[config.mk]
export PLATFORM = sky130hd
export DESIGN_NAME = ulpi_send
export DESIGN_NICKNAME = d
export VERILOG_FILES = /design/src/rtl/ulpi_send.sv
export SDC_FILE = /design/constraint.sdc
export NUM_CORES = 1
export LEC_CHECK = 0
export BUFFER_PORTS_ARGS = -buffer_cell sky130_fd_sc_hd__buf_2
export CAP_MARGIN = 20
export CORE_MARGIN = 1.5
export CORE_UTILIZATION = 30
export CTS_BUF_LIST = sky130_fd_sc_hd__clkbuf_2
export DETAILED_ROUTE_END_ITERATION = 12
export MAX_ROUTING_LAYER = met4
export SYNTH_ARGS = -nofsm -noshare
export SYNTH_HDL_FRONTEND = slang
export SYNTH_SLANG_ARGS = --single-unit
[constraint.sdc]
create_clock -name clk_ULPI -period 3.6 [get_ports clk_ULPI]
set_input_delay 0.18 -clock clk_ULPI [delete_from_list [all_inputs] [get_ports clk_ULPI]]
set_output_delay 0.18 -clock clk_ULPI [all_outputs]
set_load 0.1 [all_outputs]
[src/rtl/ulpi_send.sv]
// ULPI transmit path: TXCMD, payload bytes from a show-ahead buffer, then STP.
// Defining ULPI_SEND_TIMEOUT_EN aborts a CMD phase that never sees NXT.
module ulpi_send #(
  parameter int LEN_W   = 10,
  parameter int TIMEOUT = 255
) (
  input  logic             clk_ULPI,
  input  logic             rst,
  input  logic             start,
  input  logic [3:0]       PID,
  input  logic [LEN_W-1:0] LEN,
  output logic             busy,
  output logic             done,
  output logic             aborted,
  output logic             underrun,
  input  logic [7:0]       TX_DATA,
  input  logic             TX_empty,
  output logic             DATA_re,
  input  logic             DIR,
  input  logic             NXT,
  output logic [7:0]       DATA_O,
  output logic             STP
);

  typedef enum logic [2:0] {IDLE, CMD, DATA, STOP, ERR} state_t;

  state_t           state, state_next;
  logic [LEN_W-1:0] counter, counter_next;
  logic [7:0]       data_next;
  logic             stp_next, done_next, aborted_next, underrun_next;

`ifdef ULPI_SEND_TIMEOUT_EN
  localparam logic [7:0] WAIT_LAST = 8'(TIMEOUT - 1);
  logic [7:0] wait_cnt, wait_next;
`endif

  assign busy = (state != IDLE);

  // CMD and DATA share one handshake: the byte on DATA_O is accepted when NXT=1 and DIR=0
  always_comb begin
    state_next    = state;
    counter_next  = counter;
    data_next     = DATA_O;
    stp_next      = STP;
    done_next     = 1'b0;
    aborted_next  = 1'b0;
    underrun_next = 1'b0;
    DATA_re       = 1'b0;
`ifdef ULPI_SEND_TIMEOUT_EN
    wait_next     = wait_cnt;
`endif
    unique case (state)
      IDLE: begin
        data_next = 8'h00;
        stp_next  = 1'b0;
        if (start && !DIR) begin
          counter_next = LEN;
          data_next    = 8'h40 | {4'h0, PID};
          state_next   = CMD;
`ifdef ULPI_SEND_TIMEOUT_EN
          wait_next    = 8'h00;
`endif
        end
      end
      CMD, DATA: begin
        if (DIR) begin
          data_next    = 8'h00;
          stp_next     = 1'b0;
          aborted_next = 1'b1;
          state_next   = IDLE;
        end else if (NXT) begin
          if (counter == '0) begin
            data_next  = 8'h00;
            stp_next   = 1'b1;
            state_next = STOP;
          end else if (!TX_empty) begin
            DATA_re      = 1'b1;
            data_next    = TX_DATA;
            counter_next = counter - 1'b1;
            state_next   = DATA;
          end else begin
            data_next  = 8'hFF;
            stp_next   = 1'b1;
            state_next = ERR;
          end
        end
`ifdef ULPI_SEND_TIMEOUT_EN
        else if (state == CMD) begin
          if (wait_cnt == WAIT_LAST) begin
            data_next    = 8'h00;
            stp_next     = 1'b0;
            aborted_next = 1'b1;
            state_next   = IDLE;
          end else begin
            wait_next = wait_cnt + 8'h01;
          end
        end
`endif
      end
      STOP: begin
        data_next  = 8'h00;
        stp_next   = 1'b0;
        done_next  = 1'b1;
        state_next = IDLE;
      end
      ERR: begin
        data_next     = 8'h00;
        stp_next      = 1'b0;
        underrun_next = 1'b1;
        state_next    = IDLE;
      end
      default: state_next = IDLE;
    endcase
  end

  // The ULPI bus is launched on the falling edge so the PHY sees stable data at its rising edge
  always_ff @(negedge clk_ULPI) begin
    if (!rst) begin
      state    <= IDLE;
      counter  <= '0;
      DATA_O   <= 8'h00;
      STP      <= 1'b0;
      done     <= 1'b0;
      aborted  <= 1'b0;
      underrun <= 1'b0;
    end else begin
      state    <= state_next;
      counter  <= counter_next;
      DATA_O   <= data_next;
      STP      <= stp_next;
      done     <= done_next;
      aborted  <= aborted_next;
      underrun <= underrun_next;
    end
  end

`ifdef ULPI_SEND_TIMEOUT_EN
  always_ff @(negedge clk_ULPI) begin
    if (!rst) wait_cnt <= 8'h00;
    else      wait_cnt <= wait_next;
  end
`endif

endmodule

# Word-level counts from Yosys, hierarchy flattened

Index checks and enable logic that the tools add are counted.

Flip-flop bits (word level): 25
Bits of input ports: 28
Output and inout port bits: 14
Word-level logic and storage cells: 66

Add/sub/neg operators: 1
Equality and inequality tests: 11
Multiplexer cells: 31
Reduce and logical (&&, ||, !) cells: 16

Operators by type and width:

| cell                                                                   | count |
|---|---|
| 10-bit two-way mux                                                     | 5 |
| 8-bit two-way mux                                                      | 4 |
| 8-bit one-hot mux with 3 select lines                                  | 1 |
| 10-bit one-hot mux with 2 select lines                                 | 1 |
| 3-bit two-way mux                                                      | 5 |
| 1-bit two-way mux                                                      | 12 |
| 10-bit logical NOT                                                     | 1 |
| 2-bit inequality test (second input constant)                          | 5 |
| 10-bit by 1-bit subtractor with 10-bit output (second input constant)  | 1 |
| 7-bit two-way mux                                                      | 1 |
| 3-bit by 2-bit equality test with 1-bit output (second input constant) | 2 |
| 3-bit one-hot mux with 2 select lines                                  | 1 |
| 2-bit AND reduction                                                    | 3 |
| 6-bit AND reduction                                                    | 1 |
| 3-bit nonzero test                                                     | 2 |
| 4-bit inequality test (second input constant)                          | 1 |
| 2-bit nonzero test                                                     | 2 |
| 2-bit OR reduction                                                     | 2 |
| 3-bit by 1-bit equality test with 1-bit output (second input constant) | 1 |
| 3-bit equality test (second input constant)                            | 1 |
| 3-bit logical NOT                                                      | 1 |
| 3-bit inequality test (second input constant)                          | 1 |
| 3-bit AND reduction                                                    | 1 |
| 3-bit OR reduction                                                     | 1 |
| 3 further kinds                                                        | 3 |

# Depth between registers and ports, before layout

Depth after elaboration: 6
Depth in mapped cells: 8
Mapped depth without buffers: 7

==> impl_metrics.yaml <==
outcome:
  status: "finished, violations left"
  violations: "setup timing"
worst_setup_path:
  crit_family: "simple AND/OR/NAND/NOR gates"
  worstRegToRegCells: 8
  cp_common_cell: "nor3_4"
  cp_cell_sequence: "inv_2 > ha_1 > or4b_4 > nor3_4 > nor3_4 > and3_4 > buf_12"
  r2r_end: "counter[0]"
  slowest_delay_ns: 0.47
  required_ns: 3.42
  slowest_stage: "or4b_4"
  cp-endpoint: "DATA_re"
  critical_path_class: "flop to output pin"
  crit_path_max_fanout: 2
  rrSetupSlack_ns: 1.64
  path_buf_inv: 2
  r2r-start: "counter[1]"
  cp.depth: 7
  cp-start-kind: "flop"
  cp.arrival_ns: 3.74
  critPathCaptureType: "output pin"
  startpoint: "counter[1]"
detailed_routing:
  wl_per_cell_um: 13.3
  first_iter_violations: 52
  ant_nets: 0
  vias_per_cell: 5.23
  drcViolationCount: 0
  firstDrtPassIters: 4
  vias: 1539
  wirelength_mm: 3.91
finish:
  layout_commonest_cell: "buf_2"
  antennaDiodeCount: 0
  final_cell_mix: "buf_2 (39), inv_1 (28), dfxtp_1 (23)"
  stdcell_area_mm2: 0.00189
  drive_above_1_share: 0.331
  utilization: 0.428
  syn_to_final_growth_pct: 35.3
  fillers: 465
  final_net_count: 273
synth:
  async_flop_share: 0
  ys.flop_type: "dfxtp_1"
  synthCells: 170
  synth_seq_cells: 25
  syn_area_per_cell_um2: 8.21
  synth_edf_count: 0
  synth.largest_area_cell: "dfxtp_1"
  yosys-top-cells-area: "dfxtp_1 (36%), a21oi_1 (6.1%), nor2_1 (4.8%)"
  synth_top_area_frac: 0.359
  synth_cell_type_count: 44
  syn-cell-area_mm2: 0.00140
  seq_area_frac_synth: 0.359
  ys_warn_count: 0
  synth_nets: 200
power:
  peakVddDrop_mv: 0.226
  combPwrFrac: 0.286
  p_clk_frac: 0.354
  p_int_mw: 0.519
  p_sw_frac: 0.390
  p_sw_mw: 0.332
  p_per_area_mw_per_mm2: 451
  p_leak_nw: 0.887
  seq_power_share: 0.360
  total_power_mw: 0.851
timing:
  setup_ws_ns: -0.322
  fin_skew_ns: 0.0270
  hold_ws_ns: 0.451
  tns_ns: -0.322
  slew_headroom: 0.460
  drv_slew: 0
  rsz0062_at_grt: "yes"
  setup_viol: 1
  hold_viol: 0
  worst_slew_pin_slew_ns: 0.806
grt:
  grt_pass1_wl_mm: 6.40
  grt_pass1_vias: 1456
  grt_max_degree: 23
  antenna_found_initial: 0
  grt_use_total: 0.160
  overflow: 0
floorplanning:
  initial_core_util: 0.316
  fp.dieW_um: 71.2
  die_area_mm2: 0.00507
  num_io_pins: 42
  coreArea_mm2: 0.00441
  rows: 24
  fp.dieH_um: 71.2
clocking:
  h-tree-depth: 1
  cts_buffer_depth: 2
  clk_pin_slew_ns: 0.07
  cts_tree: "done"
  numCtsBuffers: 3
  cts-root-buf: "clkbuf_2"
  clk_latency_ns: 0.44
  clock_sink_count: 25
placed_design:
  hpwl_mm: 2.64
  portBuffers: 41
  place_congestion: 0.831
  placed_cell_area_mm2: 0.00172
flow_run:
  cap_violations: 0
hold_path:
  hold_path.class: "flop to flop"
layout make-up:
cell class                 count  area [um^2]  area share
multi-input combinational    127          820       0.434
clock inverter                26          124      0.0656
timing repair buffer          56          343       0.182
clock buffer                   3         15.0     0.00795
inverter                       5         18.8     0.00994
tap                           52         65.1      0.0345
sequential                    25          503       0.266
power by group through the flow:
stage / registers, mW / logic [mW] / clock network, mW
floorplan: 0.346 / 0.142 / 0.0442
global placement: 0.312 / 0.237 / 0.0442
detailed placement: 0.313 / 0.235 / 0.0442
CTS: 0.306 / 0.241 / 0.312
global route: 0.309 / 0.264 / 0.340
finish: 0.307 / 0.244 / 0.301
tightest hold or removal path, stage by stage (launching register included):
cell and delay, ns:
dfxtp_1 0.31, nand2_1 0.05, a21oi_1 0.05
routing by layer:
| layer | vias up | track usage | wire, um |
|---|---|---|---|
| met3 | 4 | 0.0499 | 158 |
| met5 | - | - | 0 |
| met4 | 0 | 0.0545 | 31 |
| li1 | 777 | - | - |
| met2 | 36 | 0.248 | 1890 |
| met1 | 722 | 0.196 | 1820 |
state kept, by name, summed over array words and instances, names as in the netlist:
| register | count |
|---|---|
| state | 3 |
| STP | 1 |
| done | 1 |
| counter | 10 |
| underrun | 1 |
| DATA_O | 8 |
| aborted | 1 |
worst min path at each step:
| stage | depth (start not counted) | from | endpoint |
|---|---|---|---|
| floorplan | 2 | counter[7] | counter[7] |
| global placement | 2 | DATA_O[5] | DATA_O[5] |
| detailed placement | 2 | DATA_O[4] | DATA_O[4] |
| CTS | 2 | DATA_O[5] | DATA_O[5] |
| global route | 2 | DATA_O[5] | DATA_O[5] |
| finish | 2 | DATA_O[5] | DATA_O[5] |
what timing repair did:
action,in CTS,in global routing
setup endpoints to repair,2,2
hold endpoints to repair,0,0
gates resized for setup,2,3
setup buffers,2,0
pin swaps,3,0
hold buffers,0,0
through the flow:
| step | setup slack (ns) | std cells |
|---|---|---|
| floorplan | -0.0242 | 170 |
| global placement | 0.0287 | 264 |
| detailed placement | 0.0276 | 264 |
| CTS | -0.355 | 294 |
| global route | -0.427 | 294 |
| finish | -0.322 | 294 |
cells by family after synthesis:
logic type	count (synthesis)	share of synthesized area
compound gates	62	0.318
fa+ha+maj	2	0.0179
buf+inv	18	0.0682
simple gates	61	0.223
xor+xnor	1	0.00628
flops	25	0.359
mux	1	0.00718
cells in the mapped netlist, drive strengths merged, types with 2 or more instances:
cell type and number:
a2111oi 2, a211oi 5, a21oi 17, a31oi 5, and3 4, buf 4, clkbuf 8, dfxtp 25
ha 2, inv 6, nand2 17, nand3 2, nor2 18, nor3 6, nor4 3, o211ai 5
o21ai 12, o31ai 3, o32ai 5, o41ai 2, or2 2, or3 3
Note: power is estimated with default switching activity, not from simulation.
